`src/rtl/row_scorer_if.sv`:
```
// row_scorer_if: cursor-write / submit inputs and scored-row outputs of row_scorer.
// master drives we/columnIn/value/submitted/targetFlat; slave returns the row state.
interface row_scorer_if;
    logic        we;
    logic [2:0]  columnIn;
    logic [6:0]  value;
    logic        submitted;
    logic [24:0] targetFlat;
    logic [34:0] rowValuesFlat;
    logic [34:0] scoredFlat;
    logic        scoreValid;
    logic        rejected;
    logic        busy;
    logic [2:0]  rowIndex;
    logic        doneGame;
    logic        won;

    modport master (
        output we, columnIn, value, submitted, targetFlat,
        input  rowValuesFlat, scoredFlat, scoreValid, rejected,
        input  busy, rowIndex, doneGame, won
    );

    modport slave (
        input  we, columnIn, value, submitted, targetFlat,
        output rowValuesFlat, scoredFlat, scoreValid, rejected,
        output busy, rowIndex, doneGame, won
    );
endinterface

```
`src/rtl/row_scorer.sv`:
```
// row_scorer: live guess-row buffer plus Wordle scorer with duplicate-letter rules.
// Ports: clk, clr_n (async active-low), bus (row_scorer_if.slave: writes, submit, scored row, status).
module row_scorer (
    input  logic         clk,
    input  logic         clr_n,
    row_scorer_if.slave  bus
);
    typedef enum logic [2:0] {
        IDLE, GREEN, YEL0, YEL1, YEL2, YEL3, YEL4, DONE
    } state_t;

    localparam logic [4:0] BLANK = 5'd26;

    state_t      r_state;
    logic [4:0]  r_buf   [5];
    logic [4:0]  r_snap  [5];
    logic [1:0]  r_color [5];
    logic [4:0]  r_used;
    logic [34:0] r_scored;
    logic        r_scoreValid;
    logic        r_rejected;
    logic        r_busy;
    logic [2:0]  r_rowIndex;
    logic        r_done;
    logic        r_won;

    logic [4:0]  w_tgt  [5];
    logic [4:0]  w_snap [5];
    logic        w_blank;
    logic        w_wr_ok;
    logic [2:0]  w_yi;
    logic        w_found;
    logic [2:0]  w_j;
    logic        w_allgreen;
    logic [34:0] w_scored;
    logic        w_unused;

    assign w_unused = &{1'b0, bus.value[6:5]};
    assign w_wr_ok  = bus.we && (bus.columnIn <= 3'd4);

    // Snapshot always merges the current cursor value into its column.
    always_comb begin
        w_blank = 1'b0;
        for (int k = 0; k < 5; k++) begin
            w_tgt[k]  = bus.targetFlat[5*k +: 5];
            w_snap[k] = (bus.columnIn == 3'(k)) ? bus.value[4:0] : r_buf[k];
            if (w_snap[k] == BLANK) w_blank = 1'b1;
        end
    end

    // Yellow pass: descending scan so the lowest free matching slot wins.
    always_comb begin
        w_yi    = 3'(r_state) - 3'd2;
        if (w_yi > 3'd4) w_yi = 3'd0;
        w_found = 1'b0;
        w_j     = 3'd0;
        for (int j = 4; j >= 0; j--) begin
            if (!r_used[j] && w_tgt[j] == r_snap[w_yi]) begin
                w_found = 1'b1;
                w_j     = 3'(j);
            end
        end
    end

    always_comb begin
        w_allgreen = 1'b1;
        w_scored   = '0;
        for (int k = 0; k < 5; k++) begin
            if (r_color[k] != 2'd2) w_allgreen = 1'b0;
            w_scored[7*k +: 7] = {r_color[k], r_snap[k]};
        end
    end

    always_ff @(posedge clk or negedge clr_n) begin
        if (!clr_n) begin
            r_state      <= IDLE;
            r_used       <= '0;
            r_scored     <= {5{2'b00, BLANK}};
            r_scoreValid <= 1'b0;
            r_rejected   <= 1'b0;
            r_busy       <= 1'b0;
            r_rowIndex   <= 3'd0;
            r_done       <= 1'b0;
            r_won        <= 1'b0;
            for (int k = 0; k < 5; k++) begin
                r_buf[k]   <= BLANK;
                r_snap[k]  <= BLANK;
                r_color[k] <= 2'd0;
            end
        end else begin
            r_scoreValid <= 1'b0;
            r_rejected   <= 1'b0;
            unique case (r_state)
                IDLE: begin
                    if (bus.submitted && !r_done && !w_blank) begin
                        // Accepted submit: clear beats a same-cycle write.
                        for (int k = 0; k < 5; k++) begin
                            r_snap[k] <= w_snap[k];
                            r_buf[k]  <= BLANK;
                        end
                        r_busy  <= 1'b1;
                        r_state <= GREEN;
                    end else begin
                        if (bus.submitted && !r_done) r_rejected <= 1'b1;
                        for (int k = 0; k < 5; k++) begin
                            if (w_wr_ok && bus.columnIn == 3'(k))
                                r_buf[k] <= bus.value[4:0];
                        end
                    end
                end
                GREEN: begin
                    for (int k = 0; k < 5; k++) begin
                        if (r_snap[k] == w_tgt[k]) begin
                            r_color[k] <= 2'd2;
                            r_used[k]  <= 1'b1;
                        end else begin
                            r_color[k] <= 2'd0;
                            r_used[k]  <= 1'b0;
                        end
                    end
                    r_state <= YEL0;
                end
                YEL0, YEL1, YEL2, YEL3, YEL4: begin
                    if (r_color[w_yi] != 2'd2 && w_found) begin
                        r_color[w_yi] <= 2'd1;
                        r_used[w_j]   <= 1'b1;
                    end
                    r_state <= state_t'(3'(r_state) + 3'd1);
                end
                DONE: begin
                    r_scored     <= w_scored;
                    r_scoreValid <= 1'b1;
                    r_rowIndex   <= r_rowIndex + 3'd1;
                    r_busy       <= 1'b0;
                    if (w_allgreen) begin
                        r_won  <= 1'b1;
                        r_done <= 1'b1;
                    end else if (r_rowIndex == 3'd5) begin
                        r_done <= 1'b1;
                    end
                    r_state <= IDLE;
                end
                default: r_state <= IDLE;
            endcase
        end
    end

    always_comb begin
        bus.rowValuesFlat = '0;
        for (int k = 0; k < 5; k++)
            bus.rowValuesFlat[7*k +: 7] = {2'b00, r_buf[k]};
    end

    assign bus.scoredFlat = r_scored;
    assign bus.scoreValid = r_scoreValid;
    assign bus.rejected   = r_rejected;
    assign bus.busy       = r_busy;
    assign bus.rowIndex   = r_rowIndex;
    assign bus.doneGame   = r_done;
    assign bus.won        = r_won;
endmodule

```
`src/flat_wrapper.sv`:
```
// flat-port wrapper written by rule: the top's interface ports become plain ports
module row_scorer_flat 
  (clk, clr_n, bus_we, bus_columnIn, bus_value, bus_submitted, bus_targetFlat, bus_rowValuesFlat, bus_scoredFlat, bus_scoreValid, bus_rejected, bus_busy, bus_rowIndex, bus_doneGame, bus_won);
  row_scorer_if bus_i ();
  input  logic clk;
  input  logic clr_n;
  input wire logic [$bits(bus_i.we)-1:0] bus_we;
  input wire logic [$bits(bus_i.columnIn)-1:0] bus_columnIn;
  input wire logic [$bits(bus_i.value)-1:0] bus_value;
  input wire logic [$bits(bus_i.submitted)-1:0] bus_submitted;
  input wire logic [$bits(bus_i.targetFlat)-1:0] bus_targetFlat;
  output wire logic [$bits(bus_i.rowValuesFlat)-1:0] bus_rowValuesFlat;
  output wire logic [$bits(bus_i.scoredFlat)-1:0] bus_scoredFlat;
  output wire logic [$bits(bus_i.scoreValid)-1:0] bus_scoreValid;
  output wire logic [$bits(bus_i.rejected)-1:0] bus_rejected;
  output wire logic [$bits(bus_i.busy)-1:0] bus_busy;
  output wire logic [$bits(bus_i.rowIndex)-1:0] bus_rowIndex;
  output wire logic [$bits(bus_i.doneGame)-1:0] bus_doneGame;
  output wire logic [$bits(bus_i.won)-1:0] bus_won;
  assign bus_i.we = bus_we;
  assign bus_i.columnIn = bus_columnIn;
  assign bus_i.value = bus_value;
  assign bus_i.submitted = bus_submitted;
  assign bus_i.targetFlat = bus_targetFlat;
  assign bus_rowValuesFlat = bus_i.rowValuesFlat;
  assign bus_scoredFlat = bus_i.scoredFlat;
  assign bus_scoreValid = bus_i.scoreValid;
  assign bus_rejected = bus_i.rejected;
  assign bus_busy = bus_i.busy;
  assign bus_rowIndex = bus_i.rowIndex;
  assign bus_doneGame = bus_i.doneGame;
  assign bus_won = bus_i.won;
  row_scorer u_core (.clk(clk), .clr_n(clr_n), .bus(bus_i));
endmodule
```
`config.mk`:
```
export PLATFORM = sky130hd
export DESIGN_NAME = row_scorer_flat
export DESIGN_NICKNAME = d
export VERILOG_FILES = /design/src/rtl/row_scorer_if.sv /design/src/rtl/row_scorer.sv /design/src/flat_wrapper.sv
export SDC_FILE = /design/constraint.sdc
export NUM_CORES = 1
export LEC_CHECK = 0
export ABC_AREA = 1
export CAP_MARGIN = 20
export CELL_PAD_IN_SITES_DETAIL_PLACEMENT = 1
export CELL_PAD_IN_SITES_GLOBAL_PLACEMENT = 1
export CORE_MARGIN = 2
export CORE_UTILIZATION = 50
export DETAILED_ROUTE_END_ITERATION = 16
export DONT_BUFFER_PORTS = 1
export GPL_ROUTABILITY_DRIVEN = 1
export PLACE_DENSITY = 0.92
export SYNTH_ARGS = -nofsm -noshare
export SYNTH_HDL_FRONTEND = slang
export SYNTH_SLANG_ARGS = --single-unit
```
`constraint.sdc`:
```
create_clock -name clk -period 4.5 [get_ports clk]
set_input_delay 0.45 -clock clk [delete_from_list [all_inputs] [get_ports clk]]
set_output_delay 0.45 -clock clk [all_outputs]
set_load 0.01 [all_outputs]
```
==> metrics list, run 1 <==
- Counting the buffers created by CTS gives 9.
- Adding up every negative setup slack in the final design gives 0 ns.
* Worst Max-Slew Pin Slew: 0.770 ns
- Entering global routing, the biggest net connects 112 pins.
- EDFF count, synth: 0
- Measured against its own limit, the worst slew margin works out to 0.486.
- Via density per instance: 5.54
- Largest vdd supply drop: 0.331 mV
* Signal arrival time at the worst endpoint: 3.98 ns
* Sw Ratio: 0.492
- Number of remaining DRC errors: 0
- For this run, the detailed router's first-pass iteration total came to 7.
* Final #Nets: 891
- For the finished layout, the period the worst path requires is 3.68 ns.
* Worst setup path startpoint: u_core.r_state[0]
- Combinational power share: 0.468
* TritonCTS clock tree: built
* Count of placed standard cells including taps: 1,003
* Cells after synthesis: 850
* Fillers: 1,653
- First-pass GRT wire length: between 30 and 40 mm
- For this design the total switching power over the nets is 2.75 mW.
* Area of the core region: about 0.013 mm2
* Class of the most critical hold timing path: input pin to async pin
* Starting density of the core: 0.508
- From left edge to right edge, the die measures about 120 um.
- Total number of placement rows: 41
- Data on the critical path is required at its endpoint by approximately 4.8 ns.
- Run status: completed
* Final Instance Area: 0.00679 mm2
- Internal power: 2.84 mW
* Ranking of synthesized cells by area: dfrtp_1 26%, dfstp_2 19%, nand2_1 18%
- Area after detailed placement: 0.00644 mm2
- Post-CTS repair changed the size of 0 cells.
- Critical setup path kind: flop to flop
- The max-slew violation count was 0.
- YS warnings: 0
- After clock tree synthesis, the clock-pin slew on the worst setup and hold paths is roughly 0.07 ns.
- In this run the power density over the cells is 823 mW/mm2.
* Max Clock Freq: 272 MHz
* Area Growth Syn to Fin: 6.76%
* Max-capacitance violation count: 0
* Longest Clk Path Bufs: 2
- For this design the top-level I/O count stands at 117.
* Power after layout: 5.59 mW
- Share of the synthesized area in the top cell type: 0.260
- Post-synthesis async set-or-reset flop share: 1.00
- By count the netlist is led by 302 x nand2_1, 91 x inv_1, 89 x o21ai_0, 66 x dfrtp_1, 51 x nor2_1.
- Setup violators final: 0
- The number of hold violations in the final report was 0.
- Post-synthesis area per instance: 7.49 um2
* Number of buffers added on ports: 0
- Post-CTS timing repair inserted 0 buffers for setup.
- Deepest level of the CTS H-tree: 3
- Setup repair after global routing left no endpoint under its margin.
* Post-synthesis sequential area ratio: 0.445
- For this design the static power due to leakage is 3.45 nW.
* Total clock sinks: 111
* Wire length per cell: 19.1 um
- Synthesis inferred ~110 register bits.
- Across every metal layer, demand over resource in global routing totals 0.299.
* Final critical-path share of the clock period: 0.818
- Number of non-filler instances in the completed layout: 1,020
* Mapped Area: between 0.006 and 0.007 mm2
- The clock reaches the later pin of the worst-skew pair after between 0.3 and 0.4 ns.
- R2R Path Start: u_core.r_state[0]
* Setup skew after layout: 0.00625 ns
- The floorplan step set the die height to 117 um.
- STA classifies the critical path endpoint as a flop.
* Final hold slack: 0.0171 ns
- Nature of the critical path startpoint: flop
* Via count of the first global-routing pass: between 6,000 and 7,000
* Maximum fanout encountered on the critical timing path: 14
- For this run the aggregate overflow at the end of global routing stands at 0.
- Flop pwr share: 0.378
- The biggest area contributor in the post-synthesis netlist is dfrtp_1.
- HPWL after DPL: 15.2 mm
- In this run, the number of DRC markers left after iteration 0 of detailed routing was 304.
- Master cell of the clock root buffer: clkbuf_16
- Diodes inserted: 0
- Number of vias after detailed routing: 5,652
* Number of antenna violations at the first check in global routing: 0
- Of the cells placed in the final design, the portion with a size suffix greater than 1 is 0.124.
- Antenna Nets Post-Route: 0
* Final GP Congestion: roughly 1.0
- Fraction of power consumed by the clock network: 0.154
* Most instantiated library cell after synthesis: nand2_1
- Final Routed Wirelength: 19.5 mm
- In the synthesized netlist the dominant register cell turns out to be dfrtp_1.
* Die Area: 0.0136 mm2
- Yosys mapped the design onto 47 distinct sky130hd cell types.
[final timing paths]
kind	slack, ns	to	cells after the start
min in group clk	0.26	u_core.bus.rowValuesFlat[14]	2
hold reg to reg	0.49	u_core.bus.scoredFlat[29]	2
hold / removal	0.02	u_core.bus.rowIndex[0]	1
setup reg to reg	0.82	u_core.r_used[4]	19
setup / recovery	0.82	u_core.r_used[4]	19
max in group asynchronous	4.07	u_core.r_snap[9]	1
[cell families (layout without fill, tap and decap cells)]
kind of cell	after synthesis	in the layout	share of synthesized area
adder cells (fa/ha/maj)	9	9	0.0177
buffers and inverters	131	120	0.0887
AO/OA/AOI/OAI	120	120	0.106
flip-flops	111	111	0.445
XOR/XNOR	23	23	0.0317
other	1	10	0.000589
AND/OR/NAND/NOR	455	455	0.310
[routing by layer]
metal,wire length (um),GRT usage,vias up
met5,0,0,-
li1,-,-,2661
met1,7450,0.330,2739
met2,9940,0.536,192
met3,1220,0.0685,60
met4,889,0.155,0
[metrics by stage]
step                      worst slack [ns]  utilization
after floorplan                       2.06            -
after global placement                1.18        0.515
after detailed placement             0.906        0.515
after CTS                            0.847        0.543
after global routing                 0.572        0.543
final                                0.821        0.543
[power by group through the flow]
| stage | clock, mW | sequential, mW | combinational, mW |
|---|---|---|---|
| after CTS | 0.876 | 2.11 | 2.61 |
| after floorplan | 0 | 1.93 | 1.97 |
| after detailed placement | 0 | 2.13 | 2.56 |
| after global routing | 0.922 | 2.17 | 2.96 |
| after global placement | 0 | 2.09 | 2.38 |
| final | 0.862 | 2.11 | 2.62 |
[worst max-delay path, cell delays in order (launching register included)]
cell	delay [ns]
dfrtp_1	0.71
inv_2	0.24
ha_1	0.30
inv_2	0.08
nand2_2	0.21
nand2_1	0.34
nand2_1	0.12
nand3_1	0.13
nand2_2	0.09
nor2_4	0.22
nand2_1	0.10
nand2_1	0.08
nand3_1	0.08
nor2_1	0.19
nor2_2	0.10
nand3_2	0.13
nand3_4	0.16
nand2_4	0.17
nand2_1	0.10
nand2_1	0.06
[registers in the layout (all words and copies together), names as in the netlist]
register	flops
u_core.bus.busy	1
u_core.r_snap	25
u_core.bus.scoredFlat	35
u_core.bus.scoreValid	1
u_core.bus.won	1
u_core.bus.rowValuesFlat	25
u_core.bus.doneGame	1
u_core.r_used	5
u_core.r_color	10
u_core.r_state	3
u_core.bus.rejected	1
u_core.bus.rowIndex	3
[placed cells by master, fill, tap and decap left out, types with 3 or more instances in the layout]
cell type    n
ha_1         9
a21oi_1     10
nand2_2     10
o21ai_0     89
o31ai_1      5
nor2_1      51
nand4_1      8
nor4_1       5
conb_1      10
nand3_1     50
nand2_1    302
nor2_2       7
nand3_2      4
inv_2        8
a2bb2oi_1    4
xor2_1      16
dfstp_2     45
nor3_1       4
inv_1       91
clkbuf_16    9
nand3b_1     3
xnor2_1      7
dfrtp_1     66
[final cells by class]
cell class,count,area [um2],area share
Tap cell,172,215,0.0317
Clock inverter,6,92.6,0.0136
Clock buffer,10,229,0.0337
Multi-Input combinational cell,617,3000,0.441
Timing Repair Buffer,3,42.5,0.00626
Inverter,101,382,0.0562
Sequential cell,111,2830,0.417
[timing repair]
action / in CTS / in global routing
hold buffers: 1 / 0
setup endpoints to repair: 0 / 0
hold endpoints to repair: 111 / 0
Power figures use the tool's default switching activity.
==> run 2, diff against run 1 <==
--- a/config.mk
+++ b/config.mk
@@ -10,11 +10,11 @@
 export CELL_PAD_IN_SITES_DETAIL_PLACEMENT = 1
 export CELL_PAD_IN_SITES_GLOBAL_PLACEMENT = 1
 export CORE_MARGIN = 2
-export CORE_UTILIZATION = 50
+export CORE_UTILIZATION = 46
 export DETAILED_ROUTE_END_ITERATION = 16
 export DONT_BUFFER_PORTS = 1
 export GPL_ROUTABILITY_DRIVEN = 1
-export PLACE_DENSITY = 0.92
+export PLACE_DENSITY = 0.86
 export SYNTH_ARGS = -nofsm -noshare
 export SYNTH_HDL_FRONTEND = slang
 export SYNTH_SLANG_ARGS = --single-unit
==> constraint.sdc (replaced) <==
create_clock -name clk -period 3.6 [get_ports clk]
set_input_delay 0.36 -clock clk [delete_from_list [all_inputs] [get_ports clk]]
set_output_delay 0.36 -clock clk [all_outputs]
set_load 0.01 [all_outputs]
==> run 2 against run 1 <==
Compared with the run above:
- power up 25%
- die area up 8.4%
- register-to-register slack worse by 0.46 ns
- first-iteration DRC count down 0.99%
- wire length up 1.3%
- hold slack better by 0.16 ns
- sequential power up 23%
- critical path depth down 2
- largest cell class unchanged
==> metrics list, run 2 (synthesis results as in run 1) <==
* Delay of the slowest critical-path stage: 0.50 ns
- PD cells: 1020 mW/mm2
* Combined buffer and inverter count along the critical path: 1
- Diodes inserted: 0
- After the last flow step, the layout net total stands at 898.
* Number of antenna violations at the first check in global routing: 0
- Max-Slew Margin vs Limit: 0.630
- Number of remaining DRC errors: 0
- In this run the count of I/O pins placed on the die edge is about 120.
- Nature of the critical path startpoint: flop
- Critical Path, Cell by Cell: ha_1, nand2_2, nand2_1, inv_1, nor2_2, nand2_1, nand3_2, nand2_1, nand2_1, nand3_1, nor2_1, nor2_2, nand3_2, nand3_4, nand2_4, nand2_1, nand2_1
- Derived from the worst setup path, the maximum achievable clock frequency is about 310 MHz.
- Commonest cells after routing, fill and taps aside: 302 x nand2_1, 91 x inv_1, 89 x o21ai_0
- Initial DRC Count: 301
* Deepest level of the CTS H-tree: 3
- The kind of cell with the highest combined delay along the critical path is simple AND/OR/NAND/NOR gates.
- Most frequent standard cell in the layout excluding fill and tap cells: nand2_1
- Area Growth Syn to Fin: 7.49%
- Largest vdd supply drop: 0.440 mV
* Final GP Congestion: 0.902
- Buffers inserted during clock tree synthesis total 9.
* TritonCTS clock tree: built
- Fin crit period: 3.24 ns
* Detailed-router iteration count before antenna repair: 4
- Max Transition Viols Final: 0
- Setup violations remaining at the end of the flow were counted as 0.
* Fraction of layout instances using a drive strength above 1: 0.130
- After routing, the total negative slack on setup checks comes to 0 ns.
* Element type at the critical path end: flop
- Master cell of the clock root buffer: clkbuf_16
- Setup skew after layout: 0.0122 ns
- In this run the standard cell core region covers 0.0134 mm2.
- Max-capacitance violation count: 0
* Flop pwr share: 0.373
* Worst Max-Slew Pin Slew: between 0.5 and 0.6 ns
* Run status: completed
- After filler insertion, the fill cell instance count of the layout stands at 1,699.
- Setup repair after global routing left no endpoint under its margin.
- The initial utilization of the core area, before any placement, comes to 0.475.
- The number of hold violations in the final report is 0.
- The path class of the tightest hold or removal check is input pin to flop.
* Fraction of power consumed by the clock network: 0.149
- The register with the most flip-flops in the layout has 35 of them.
- Final critical-path share of the clock period: 0.901
* Maximum number of pins on one net before global-route repair: 112
* Clock network latency to the later pin of the worst-skew pair: 0.37 ns
- Along the worst path, the maximum fanout reaches 13.
- Of the total power, the share spent switching nets is 0.493.
* Via density per instance: 5.38
- Signal arrival time at the worst endpoint: 3.54 ns
- Longest Clk Path Bufs: 2
* Wire length per cell: 19.2 um
* HPWL after DPL: 15.4 mm
* Total number of placement rows: 42
* Total routing usage reported by global routing: 0.280
- For this run the aggregate overflow at the end of global routing stands at 0.
* Via count of the first global-routing pass: 5,896
* Die Area: 0.0148 mm2
- Switching pwr: approximately 3.4 mW
* Endpoint required time on the critical path: 3.90 ns
- Across all hold checks on the routed design, the worst slack comes to 0.177 ns.
* LEAKAGE: roughly 3.5 nW
- For this block, the via count after detailed routing is around 5,500.
* Vertical die dimension: 122 um
* Antenna Nets Post-Route: 0
- Clock-pin slew on the worst setup and hold paths: 0.08 ns
* Internal power: 3.54 mW
- Input and output buffers added on the ports amount to 0.
* Combinational power share: 0.478
- Measured along the x axis, the die boundary spans 122 um.
- For this block, the routed nets add up to 19.8 mm of wire.
- Most common cell type on the critical path: nand2_1
- Critical setup path kind: flop to flop
- Slowest stage cell on the critical path: dfrtp_1
- After clock tree synthesis, the setup repair step added 0 buffers.
* First-pass GRT wire length: ~32 mm
* Total clock sinks: 111
==> run 2: layout make-up <==
cell class	instances	area, um2	share of cell area
clock buffers	11	243	0.0355
flip-flops and latches	111	2830	0.414
well taps	176	220	0.0322
repair buffers	10	97.6	0.0143
clock inverters	5	65.1	0.00951
inverters	101	382	0.0558
multi-input cells	617	3000	0.438
==> run 2: metrics by stage <==
step           instance area, um2  utilization  instances  total power [mW]  setup slack, ns
2_1_floorplan                6400            -        859              4.88             1.16
3_3_place_gp                 6490        0.485       1013              5.72            0.569
3_5_place_dp                 6490        0.485       1013              5.91            0.438
4_1_cts                      6840        0.510       1031              7.02            0.413
5_1_grt                      6840        0.510       1031              7.58           0.0458
6_report                     6840        0.510       1031              6.99            0.358
==> run 2: timing repair <==
item / in CTS / in global routing
resized for setup: 0 / 0
hold buffers: 2 / 0
hold endpoints to repair: 111 / 0
==> run 2: power groups by stage <==
stage,logic (mW),registers (mW),clock network (mW)
after floorplan,2.47,2.42,0
after global placement,3.12,2.59,0
after detailed placement,3.29,2.62,0
after CTS,3.35,2.60,1.06
after global routing,3.79,2.67,1.11
final,3.34,2.60,1.04
==> run 2: worst paths after layout <==
| check | startpoint | to | slack, ns | cells after the start |
|---|---|---|---|---|
| worst min-delay path | bus_value[0] | u_core.bus.rowValuesFlat[14] | 0.18 | 2 |
| min in group asynchronous | clr_n | u_core.bus.rowIndex[0] | 0.63 | 2 |
| worst max-delay path | u_core.r_state[1] | u_core.r_used[4] | 0.36 | 17 |
| max in group asynchronous | clr_n | u_core.r_snap[11] | 2.56 | 2 |
| worst max register to register | u_core.r_state[1] | u_core.r_used[4] | 0.36 | 17 |
| worst min register to register | u_core.bus.scoredFlat[1] | u_core.bus.scoredFlat[1] | 0.50 | 2 |
==> run 2: per-layer routing <==
layer,part of all wire,up-vias,GRT usage
li1,-,2676,-
met4,0.028,0,0.108
met2,0.51,156,0.504
met3,0.058,38,0.0576
met1,0.40,2676,0.328
met5,0,-,0
